--- src/rtl/maze_pkg.sv ---
// Shared constants, state encoding and indexing helper for the maze transmitter.
package maze_pkg;
  localparam int          MAZE_DIM   = 15;
  localparam int          MAZE_CELLS = 225;
  localparam logic [3:0]  DIM_LAST   = 4'(MAZE_DIM - 1);
  localparam logic [3:0]  START_X    = 4'd1;
  localparam logic [3:0]  START_Y    = 4'd1;
  localparam logic [3:0]  GOAL_X     = 4'd13;
  localparam logic [3:0]  GOAL_Y     = 4'd13;
  localparam logic [15:0] LFSR_SEED  = 16'hACE1;

  typedef enum logic [2:0] {
    ST_IDLE  = 3'd0,
    ST_SEND  = 3'd1,
    ST_WAIT  = 3'd2,
    ST_CHECK = 3'd3,
    ST_DONE  = 3'd4
  } state_e;

  // Row-major cell index: y is the row, x the column.
  function automatic logic [7:0] cell_idx(input logic [3:0] x, input logic [3:0] y);
    return ({4'd0, y} * 8'd15) + {4'd0, x};
  endfunction
endpackage

--- src/rtl/maze_lfsr.sv ---
// 16-bit Galois LFSR (x^16+x^14+x^13+x^11+1); a zero seed falls back to LFSR_SEED.
module maze_lfsr
  import maze_pkg::*;
(
  input  logic        clk,
  input  logic        rst_n,
  input  logic        load,
  input  logic [15:0] seed,
  input  logic        step,
  output logic [15:0] value
);
  always_ff @(posedge clk or negedge rst_n) begin
    if (!rst_n)     value <= LFSR_SEED;
    else if (load)  value <= (seed == 16'd0) ? LFSR_SEED : seed;
    else if (step)  value <= {1'b0, value[15:1]} ^ (value[0] ? 16'hB400 : 16'h0000);
  end
endmodule

--- src/rtl/maze_tx.sv ---
// maze_tx: streams a 15x15 LFSR maze to a solver and judges the returned path.
// Define MAZE_TX_CHECK_EN to keep the sent map and fully validate the path.
module maze_tx
  import maze_pkg::*;
#(
  parameter int TIMEOUT_CYC = 1023
) (
  input  logic        clk,
  input  logic        rst_n,
  input  logic        start,
  input  logic [15:0] seed,
  output logic        maze,
  output logic        in_valid,
  input  logic        out_valid,
  input  logic        maze_not_valid,
  input  logic [3:0]  out_x,
  input  logic [3:0]  out_y,
  output logic        busy,
  output logic        done,
  output logic        path_ok,
  output logic        unsolvable,
  output logic        timeout,
  output logic [7:0]  path_len
);
  localparam logic [15:0] TO_LAST = 16'(TIMEOUT_CYC - 1);

  state_e      state;
  logic [3:0]  row, col;
  logic [15:0] lfsr;
  logic [15:0] wait_cnt;
  logic        cell_bit, end_ok, unused_lfsr;

  maze_lfsr u_lfsr (
    .clk   (clk),
    .rst_n (rst_n),
    .load  (state == ST_IDLE && start),
    .seed  (seed),
    .step  (state == ST_SEND),
    .value (lfsr)
  );
  assign unused_lfsr = ^lfsr[15:2];

  always_comb begin
    if (row == 4'd0 || col == 4'd0 || row == DIM_LAST || col == DIM_LAST)
      cell_bit = 1'b1;
    else if ((row == START_Y && col == START_X) || (row == GOAL_Y && col == GOAL_X))
      cell_bit = 1'b0;
    else if (row[0] && col[0])
      cell_bit = 1'b0;
    else
      cell_bit = lfsr[0] & lfsr[1];
  end

  assign in_valid = (state == ST_SEND);
  assign maze     = in_valid & cell_bit;
  assign busy     = (state == ST_SEND) || (state == ST_WAIT) || (state == ST_CHECK);
  assign done     = (state == ST_DONE);

`ifdef MAZE_TX_CHECK_EN
  logic [MAZE_CELLS-1:0] map;
  logic [3:0]            prev_x, prev_y, dx, dy;
  logic                  bad, in_range, cell_open, step_ok;

  always_ff @(posedge clk) begin
    if (state == ST_SEND) map[cell_idx(col, row)] <= cell_bit;
  end

  always_comb begin
    in_range  = (out_x <= DIM_LAST) && (out_y <= DIM_LAST);
    cell_open = in_range && !map[in_range ? cell_idx(out_x, out_y) : 8'd0];
    dx        = (out_x > prev_x) ? out_x - prev_x : prev_x - out_x;
    dy        = (out_y > prev_y) ? out_y - prev_y : prev_y - out_y;
    step_ok   = ({1'b0, dx} + {1'b0, dy}) == 5'd1;
    // A not-valid strobe in the closing cycle must also veto the result.
    end_ok    = !bad && !maze_not_valid && prev_x == START_X && prev_y == START_Y;
  end

  always_ff @(posedge clk or negedge rst_n) begin
    if (!rst_n) begin
      bad    <= 1'b0;
      prev_x <= 4'd0;
      prev_y <= 4'd0;
    end else if (state == ST_WAIT && out_valid && !maze_not_valid) begin
      bad    <= !(out_x == GOAL_X && out_y == GOAL_Y && cell_open);
      prev_x <= out_x;
      prev_y <= out_y;
    end else if (state == ST_CHECK) begin
      if (out_valid) begin
        bad    <= bad | !cell_open | !step_ok;
        prev_x <= out_x;
        prev_y <= out_y;
      end
      if (maze_not_valid) bad <= 1'b1;
    end
  end
`else
  logic unused_resp;
  assign unused_resp = ^{out_x, out_y};
  assign end_ok      = (path_len >= 8'd2);
`endif

  always_ff @(posedge clk or negedge rst_n) begin
    if (!rst_n) begin
      state      <= ST_IDLE;
      row        <= 4'd0;
      col        <= 4'd0;
      wait_cnt   <= 16'd0;
      path_ok    <= 1'b0;
      unsolvable <= 1'b0;
      timeout    <= 1'b0;
      path_len   <= 8'd0;
    end else begin
      case (state)
        ST_IDLE: if (start) begin
          state      <= ST_SEND;
          row        <= 4'd0;
          col        <= 4'd0;
          path_ok    <= 1'b0;
          unsolvable <= 1'b0;
          timeout    <= 1'b0;
          path_len   <= 8'd0;
        end
        ST_SEND: begin
          if (col == DIM_LAST) begin
            col <= 4'd0;
            if (row == DIM_LAST) begin
              state    <= ST_WAIT;
              wait_cnt <= 16'd0;
            end else row <= row + 4'd1;
          end else col <= col + 4'd1;
        end
        ST_WAIT: begin
          if (maze_not_valid) begin
            state      <= ST_DONE;
            unsolvable <= 1'b1;
            path_ok    <= 1'b0;
          end else if (out_valid) begin
            state    <= ST_CHECK;
            path_len <= 8'd1;
          end else if (wait_cnt == TO_LAST) begin
            state   <= ST_DONE;
            timeout <= 1'b1;
          end else wait_cnt <= wait_cnt + 16'd1;
        end
        ST_CHECK: begin
          if (out_valid) begin
            if (path_len != 8'hFF) path_len <= path_len + 8'd1;
          end else begin
            state   <= ST_DONE;
            path_ok <= end_ok;
          end
        end
        ST_DONE: state <= ST_IDLE;
        default: state <= ST_IDLE;
      endcase
    end
  end
endmodule

--- config.mk ---
export PLATFORM = sky130hd
export DESIGN_NAME = maze_tx
export DESIGN_NICKNAME = d
export VERILOG_FILES = /design/src/rtl/maze_pkg.sv /design/src/rtl/maze_lfsr.sv /design/src/rtl/maze_tx.sv
export SDC_FILE = /design/constraint.sdc
export NUM_CORES = 1
export LEC_CHECK = 0
export ABC_AREA = 1
export BUFFER_PORTS_ARGS = -buffer_cell sky130_fd_sc_hd__buf_2
export CAP_MARGIN = 5
export CORE_ASPECT_RATIO = 0.75
export CORE_MARGIN = 3
export CORE_UTILIZATION = 45
export DETAILED_ROUTE_END_ITERATION = 12
export PLACE_DENSITY = 0.67
export SYNTH_ARGS = -nofsm -noshare
export SYNTH_HDL_FRONTEND = slang
export SYNTH_SLANG_ARGS = --single-unit
--- constraint.sdc ---
create_clock -name clk -period 2.25 [get_ports clk]
set_clock_uncertainty 0.15 [all_clocks]
set_input_delay 0.225 -clock clk [delete_from_list [all_inputs] [get_ports clk]]
set_output_delay 0.225 -clock clk [all_outputs]
set_load 0.01 [all_outputs]
Yosys cells after proc, flatten, opt, wreduce, memory -nomap -nowiden
Cells that the tools add are included.

storage, ports and cells
  register bits = 54
  latch bits = 0
  RAM bits = 0
  ROM bits = 0
  logic and storage cells = 113
  memories = 0

operators by class
  add/sub/neg operators = 4
  $mul = 0
  divide/modulo/power cells = 0
  magnitude comparators = 1
  eq/ne operators = 26
  shifts and indexed selects = 0
  muxes and demuxes = 43
  bitwise operators = 3
  reduce and logical (&&, ||, !) cells = 27

operators by type and width
  operator                                                                              count
  16-bit 2-to-1 mux                                                                     9
  8-bit 2-to-1 mux                                                                      5
  16-bit case mux with 2 select lines                                                   1
  8-bit case mux with 3 select lines                                                    1
  3-bit 2-to-1 mux                                                                      7
  2-bit != test (second input constant)                                                 9
  16-bit by 1-bit adder with 16-bit output (second input constant)                      1
  16-bit by 10-bit == test with 1-bit output (second input constant)                    1
  4-bit == test (second input constant)                                                 4
  16-bit logical NOT                                                                    1
  4-bit 2-to-1 mux                                                                      4
  4-bit case mux with 2 select lines                                                    2
  15-bit by 16-bit XOR with 16-bit output                                               1
  3-bit case mux with 4 select lines                                                    1
  6-bit AND reduction                                                                   2
  1-bit 2-to-1 mux                                                                      10
  5-bit AND reduction                                                                   2
  4-bit by 1-bit adder with 4-bit output (second input constant)                        2
  8-bit by 1-bit adder with 8-bit output (second input constant)                        1
  4-bit by 1-bit == test with 1-bit output (second input constant)                      2
  8-bit by 2-bit greater-or-equal comparator with 1-bit output (second input constant)  1
  4-bit logical NOT                                                                     2
  2-bit by 1-bit != test with 1-bit output (second input constant)                      4
  8-bit != test (second input constant)                                                 1
  other kinds (15)                                                                      30

Longest topological paths before layout
  depth after elaboration = 6
  depth in mapped cells = 10
  depth with buffers taken out = 10

Cells and area by module
Synthesis repeated with hierarchy kept, for this count alone.

unflattened totals
  cell total of the unflattened synthesis = 501
  area total of the unflattened synthesis = 3464.6 sq um

modules (own cells, without submodules)
  module     times used  cells an instance  area each (sq um)  sequential area each (sq um)
  maze_tx    1           374                2536.2             950.9
  maze_lfsr  1           127                928.4              410.4

Worst setup path after synthesis
No wires, ideal clock.

  path type = reg-to-reg
  start point = register row[0]
  end point = register wait_cnt[10]
  arrival = 1.380 ns
  data required time = 1.983 ns
  setup slack = 0.603 ns
  cell stages (with the launch flop) = 11
  path buffers = 1
  clock period less this slack = 1.647 ns
  cells stage by stage = dfrtp_1 -> inv_1 -> ha_1 -> nand3_1 -> nand2_2 -> nand2_4 -> nor2_8 -> nand3_4 -> buf_6 -> nand2_1 -> nand2_1

on the way
  word-level cells in the longest chain between the ends = 3

RTL lines
  item                                                       RTL line        text
  from (decl)                                                maze_tx.sv:28   logic [3:0] row, col;
  from (signal assigned)                                     maze_tx.sv:129  end else row <= row + 4'd1;
  4-bit == test                                              maze_tx.sv:126  if (row == DIM_LAST) begin
  2-bit by 1-bit != test with 1-bit output (no source line)  --
  6-bit AND reduction (no source line)                       --
  to (signal assigned)                                       maze_tx.sv:143  end else wait_cnt <= wait_cnt + 16'd1;
  to (decl)                                                  maze_tx.sv:30   logic [15:0] wait_cnt;

No other way between the ends.
A chain may end at the register's enable or synchronous reset.

Worst setup path after layout
  start point = register row[0]
  end point = output maze

on the way
  word-level cells in the longest chain between the ends = 6

RTL lines
  item                                                                    RTL line                      text
  4-bit by 1-bit == test with 1-bit output, or another cell as far along  maze_tx.sv:46                 else if ((row == START_Y && col == START_X) || (row == GOAL_Y && col == GOAL_X))
  1-bit logical AND / 1-bit logical OR (equally long branches)            maze_tx.sv:46, maze_tx.sv:44
  1-bit logical OR, on equally long branches                              maze_tx.sv:46, maze_tx.sv:44
  1-bit 2-to-1 mux / 1-bit logical OR (equally long branches)             maze_tx.sv:46, maze_tx.sv:44
  1-bit 2-to-1 mux *                                                      maze_tx.sv:44                 if (row == 4'd0 || col == 4'd0 || row == DIM_LAST || col == DIM_LAST)
  1-bit bitwise AND *                                                     maze_tx.sv:55                 assign maze = in_valid & cell_bit;
  to (decl)                                                               maze_tx.sv:12                 output logic maze,

Every way passes the cells marked *; elsewhere a longest branch is shown, timed or not.

==> results.txt <==
Routability-driven placement finished with a final weighted congestion of 0.865. For the worst setup path, the data arrival time is 1.74 ns. The tree is rooted in a sky130_fd_sc_hd__clkbuf_8.

44 I/O pins were placed. Among all stages on the critical path, the largest delay is contributed by sky130_fd_sc_hd__dfrtp_2. Summing the areas of all fa, ha and maj instances in the mapped netlist gives 2.93% of the synthesized area. Max-cap violations in this run came to 0. The run gives 54.8% as the post-route core utilization. Worst hold path startpoint: seed[1]. The maximum root-to-sink buffer count was 2; the clock period minus final worst setup slack was 2.11 ns. In the routed design, unresolved DRC markers number 0. The worst-case IR drop observed on VDD is 0.741 mV. Summed over all cells, the static leakage comes to 0.00194 uW. Layer with the highest usage: met1. For this run, the slowest stage of the critical path takes 0.45 ns.

The run gives 3162 as the vias after detailed routing. The number of synthesized register bits was 54; the critical-path maximum fanout was 5. The basic-gate share of the synthesized area counting and, or, nand and nor cells works out to 38.4%.

The area growth from synthesis to layout is 13.9%. Once detail routing completed, the nets flagged for antenna violations numbered 0. Based on the critical path, the design can be clocked at up to 473 MHz. In the global route stage, met2 resource usage came out at 28.6%.

The endpoint required time on the critical path was 1.88 ns; the port buffer count was 35. Sequential cells account for 35.9% of the total power. For the initial core utilization, the log shows 48.1%. The net count of the finished layout is 570.

The clock transition at the registers of the reported paths works out to 0.10 ns. The design internal power is 2400 uW. Of the total power, the clock network draws 15.1%. The combinational share of power was 49.0%.

The number of antenna violations at the first check in global routing came out at 0. In this run the power density over the cells is 1140 nW/um2. The critical path starts at row[0]$_DFFE_PN0P_.

The number of nets handed over by synthesis was 527. Clock sink count: 54. The library cells used most frequently in the layout, excluding fill and tap cells, are 164 x sky130_fd_sc_hd__nand2_1, 67 x sky130_fd_sc_hd__nor2_1, 45 x sky130_fd_sc_hd__dfrtp_1. The placed wire-length estimate after detailed placement is 5.81 mm, and the proportion of synthesized area in mux cells is 0%. The main flop type after synthesis is sky130_fd_sc_hd__dfrtp_1. Adding up every negative setup slack in the final design gives 0 ns.

Class of the worst hold path: primary input to flip-flop. The worst setup path is launched from a flip-flop. The floorplan step defined a die boundary enclosing 8670 um2. Global routing consumed, on the met3 layer, 3.06% of the routing resources.

Of the total power, the share spent switching nets is 45.9%. After synthesis the cells add up to 3410 um2. The pre-CTS setup slack was 0.320 ns.

The aggregate routed wire length was 7.82 mm. The tools report the placeable core area as 7090 um2. For the via count of the first global-routing pass, the log shows 2953. Synthesis produced a netlist whose cell count is 490. Dividing the final minimum period by the clock period gives 94.0%. Among cell families on the critical path, the largest total delay comes from flip-flops.

The number of different library cells in the post-synthesis netlist was 34. Entering global routing, the biggest net connects 34 pins. The sequential share of the synthesized area is 39.9%. The number of hold-slack violations in the final timing report was 0. The xor and xnor area share after synthesis is 2.82%, and the relative slew slack is 64.2%.

The worst setup path is of the flip-flop to output port kind. After synthesis, the share of flip-flops with an asynchronous set or reset is 100%. Counting both buffers and inverters, the worst setup path holds a total of 2.

For the count of pins over their slew limit, the log shows 0. The tools report the cell row count as 26. The first-iteration detailed-routing DRC count was 194. Number of detailed-routing iterations run before antenna repair: 5. In this run, synthesis inferred 0 flip-flops with an integrated enable. The share of the synthesized area in compound gates (AO/OA/AOI/OAI) works out to 8.87%. Setup violations remaining at the end of the flow were counted as 0. The most common cell after layout, fill and taps aside was sky130_fd_sc_hd__nand2_1.

In the routed layout, each cell is associated on average with a via count of 5.00. A synthesized cell averages 6.96 um2. TritonCTS built the clock tree. Setup repair after global routing left no endpoint under its margin. For the switching power, the log shows 2030 uW.

The clock reaches the later pin of the worst-skew pair after 0.31 ns. For the pin with the worst max-slew slack, the measured transition is 0.538 ns. The worst setup path is captured at an output port.

The run finished with clean final reports. Post-CTS timing repair inserted 0 buffers for setup. After synthesis, the largest family of logic cells by area is simple AND/OR/NAND/NOR gates. In this run the number of H-tree levels came out at 2. For the met1 track utilization from global routing, the log shows 30.3%.

Average wire per standard cell: 12.4 um. The die extent in y works out to 81.4 um. From left edge to right edge, the die measures 107 um. After global routing the overflow that remains totals 0. The run gives 19.6% as the total global routing track utilization.

The Yosys step of the flow raised 0 warnings. Of the cells placed in the final design, the portion with a size suffix greater than 1 is 15.4%. The signal on the critical path passes through inv_1, ha_1, nand3_2, o21ai_0, nor2_1, a21oi_1, buf_2. The worst path meets setup with 0.135 ns of slack. Counting the buffers created by CTS gives 5. The first global-routing pass estimated 13.8 mm of wire. The worst register-to-register path begins at state[0]$_DFFE_PN0P_. 0 antenna diodes ended up in the layout.
## per-stage QoR
step / cell area (um2) / power, uW / std cells / hold WS (ns)
6_report: 3880 / 4430 / 632 / 0.0142
5_1_grt: 3880 / 4850 / 632 / 0.0280
4_1_cts: 3870 / 4440 / 631 / 0.00239
3_5_place_dp: 3700 / 3750 / 618 / 0.0952
3_3_place_gp: 3700 / 3690 / 618 / 0.0917
2_1_floorplan: 3410 / 3200 / 490 / -0.221
## Yosys cell counts (6+ instances only)
library cell	instances	share of area (%)
sky130_fd_sc_hd__inv_1	42	4.6
sky130_fd_sc_hd__a21oi_1	8	1.2
sky130_fd_sc_hd__nand2_1	164	18
sky130_fd_sc_hd__xor2_1	6	1.5
sky130_fd_sc_hd__ha_1	8	2.9
sky130_fd_sc_hd__dfstp_2	8	6.2
sky130_fd_sc_hd__nor2_1	67	7.4
sky130_fd_sc_hd__o21ai_0	32	4.7
sky130_fd_sc_hd__nand3_1	43	6.3
sky130_fd_sc_hd__dfrtp_1	46	34
sky130_fd_sc_hd__inv_2	9	0.99
## state kept, by name, summed over array words and instances (netlist names)
name and cells:
row 4, path_ok 1, col 4, unsolvable 1, path_len 8, timeout 1
u_lfsr.value 16, state 3, wait_cnt 16
## worst min-delay path, stage by stage
cell                      delay (ns)
sky130_fd_sc_hd__buf_2          0.09
sky130_fd_sc_hd__nand2_1        0.06
sky130_fd_sc_hd__o21ai_0        0.06
## cells by family after synthesis
family / count (synthesis)
compound gates: 55
fa+ha+maj: 8
flops: 54
simple gates: 301
buf+inv: 61
xor+xnor: 11
## timing repair
action	CTS	global route
gates resized for setup	0	2
endpoints found under the setup margin	0	1
hold buffers	5	1
hold endpoints to repair	25	1
## final cells by class
type | count | area [um2]
Fill cell | 723 | 3210
Clock inverter | 3 | 45.0
Clock buffer | 5 | 68.8
Multi-Input combinational cell | 375 | 1810
Tap cell | 98 | 123
Timing Repair Buffer | 45 | 278
Inverter | 52 | 195
Sequential cell | 54 | 1360
## final timing paths
check	slack, ns	depth (start not counted)	end
max in group asynchronous	1.05	3	u_lfsr.value[10]$_DFFE_PN1P_
worst max register to register	0.32	9	path_len[4]$_DFFE_PN0P_
worst max-delay path	0.14	7	maze
worst min-delay path	0.01	3	u_lfsr.value[1]$_DFFE_PN0P_
worst min register to register	0.35	2	timeout$_DFFE_PN0P_
min in group asynchronous	0.27	2	wait_cnt[4]$_DFFE_PN0P_
## metal layers
metal	vias to the layer above	part of all wire [%]
met5	-	0
met4	0	0.51
met3	2	5.2
met2	77	41
met1	1447	54
li1	1636	-
## power by group through the flow
stage | Sequential (uW) | Combinational (uW) | Clock [uW]
5_1_grt | 1630 | 2480 | 737
2_1_floorplan | 1520 | 1680 | 0
4_1_cts | 1580 | 2170 | 688
6_report | 1590 | 2170 | 668
3_5_place_dp | 1600 | 2150 | 0
3_3_place_gp | 1590 | 2100 | 0
(Power assumes the default switching activity.)
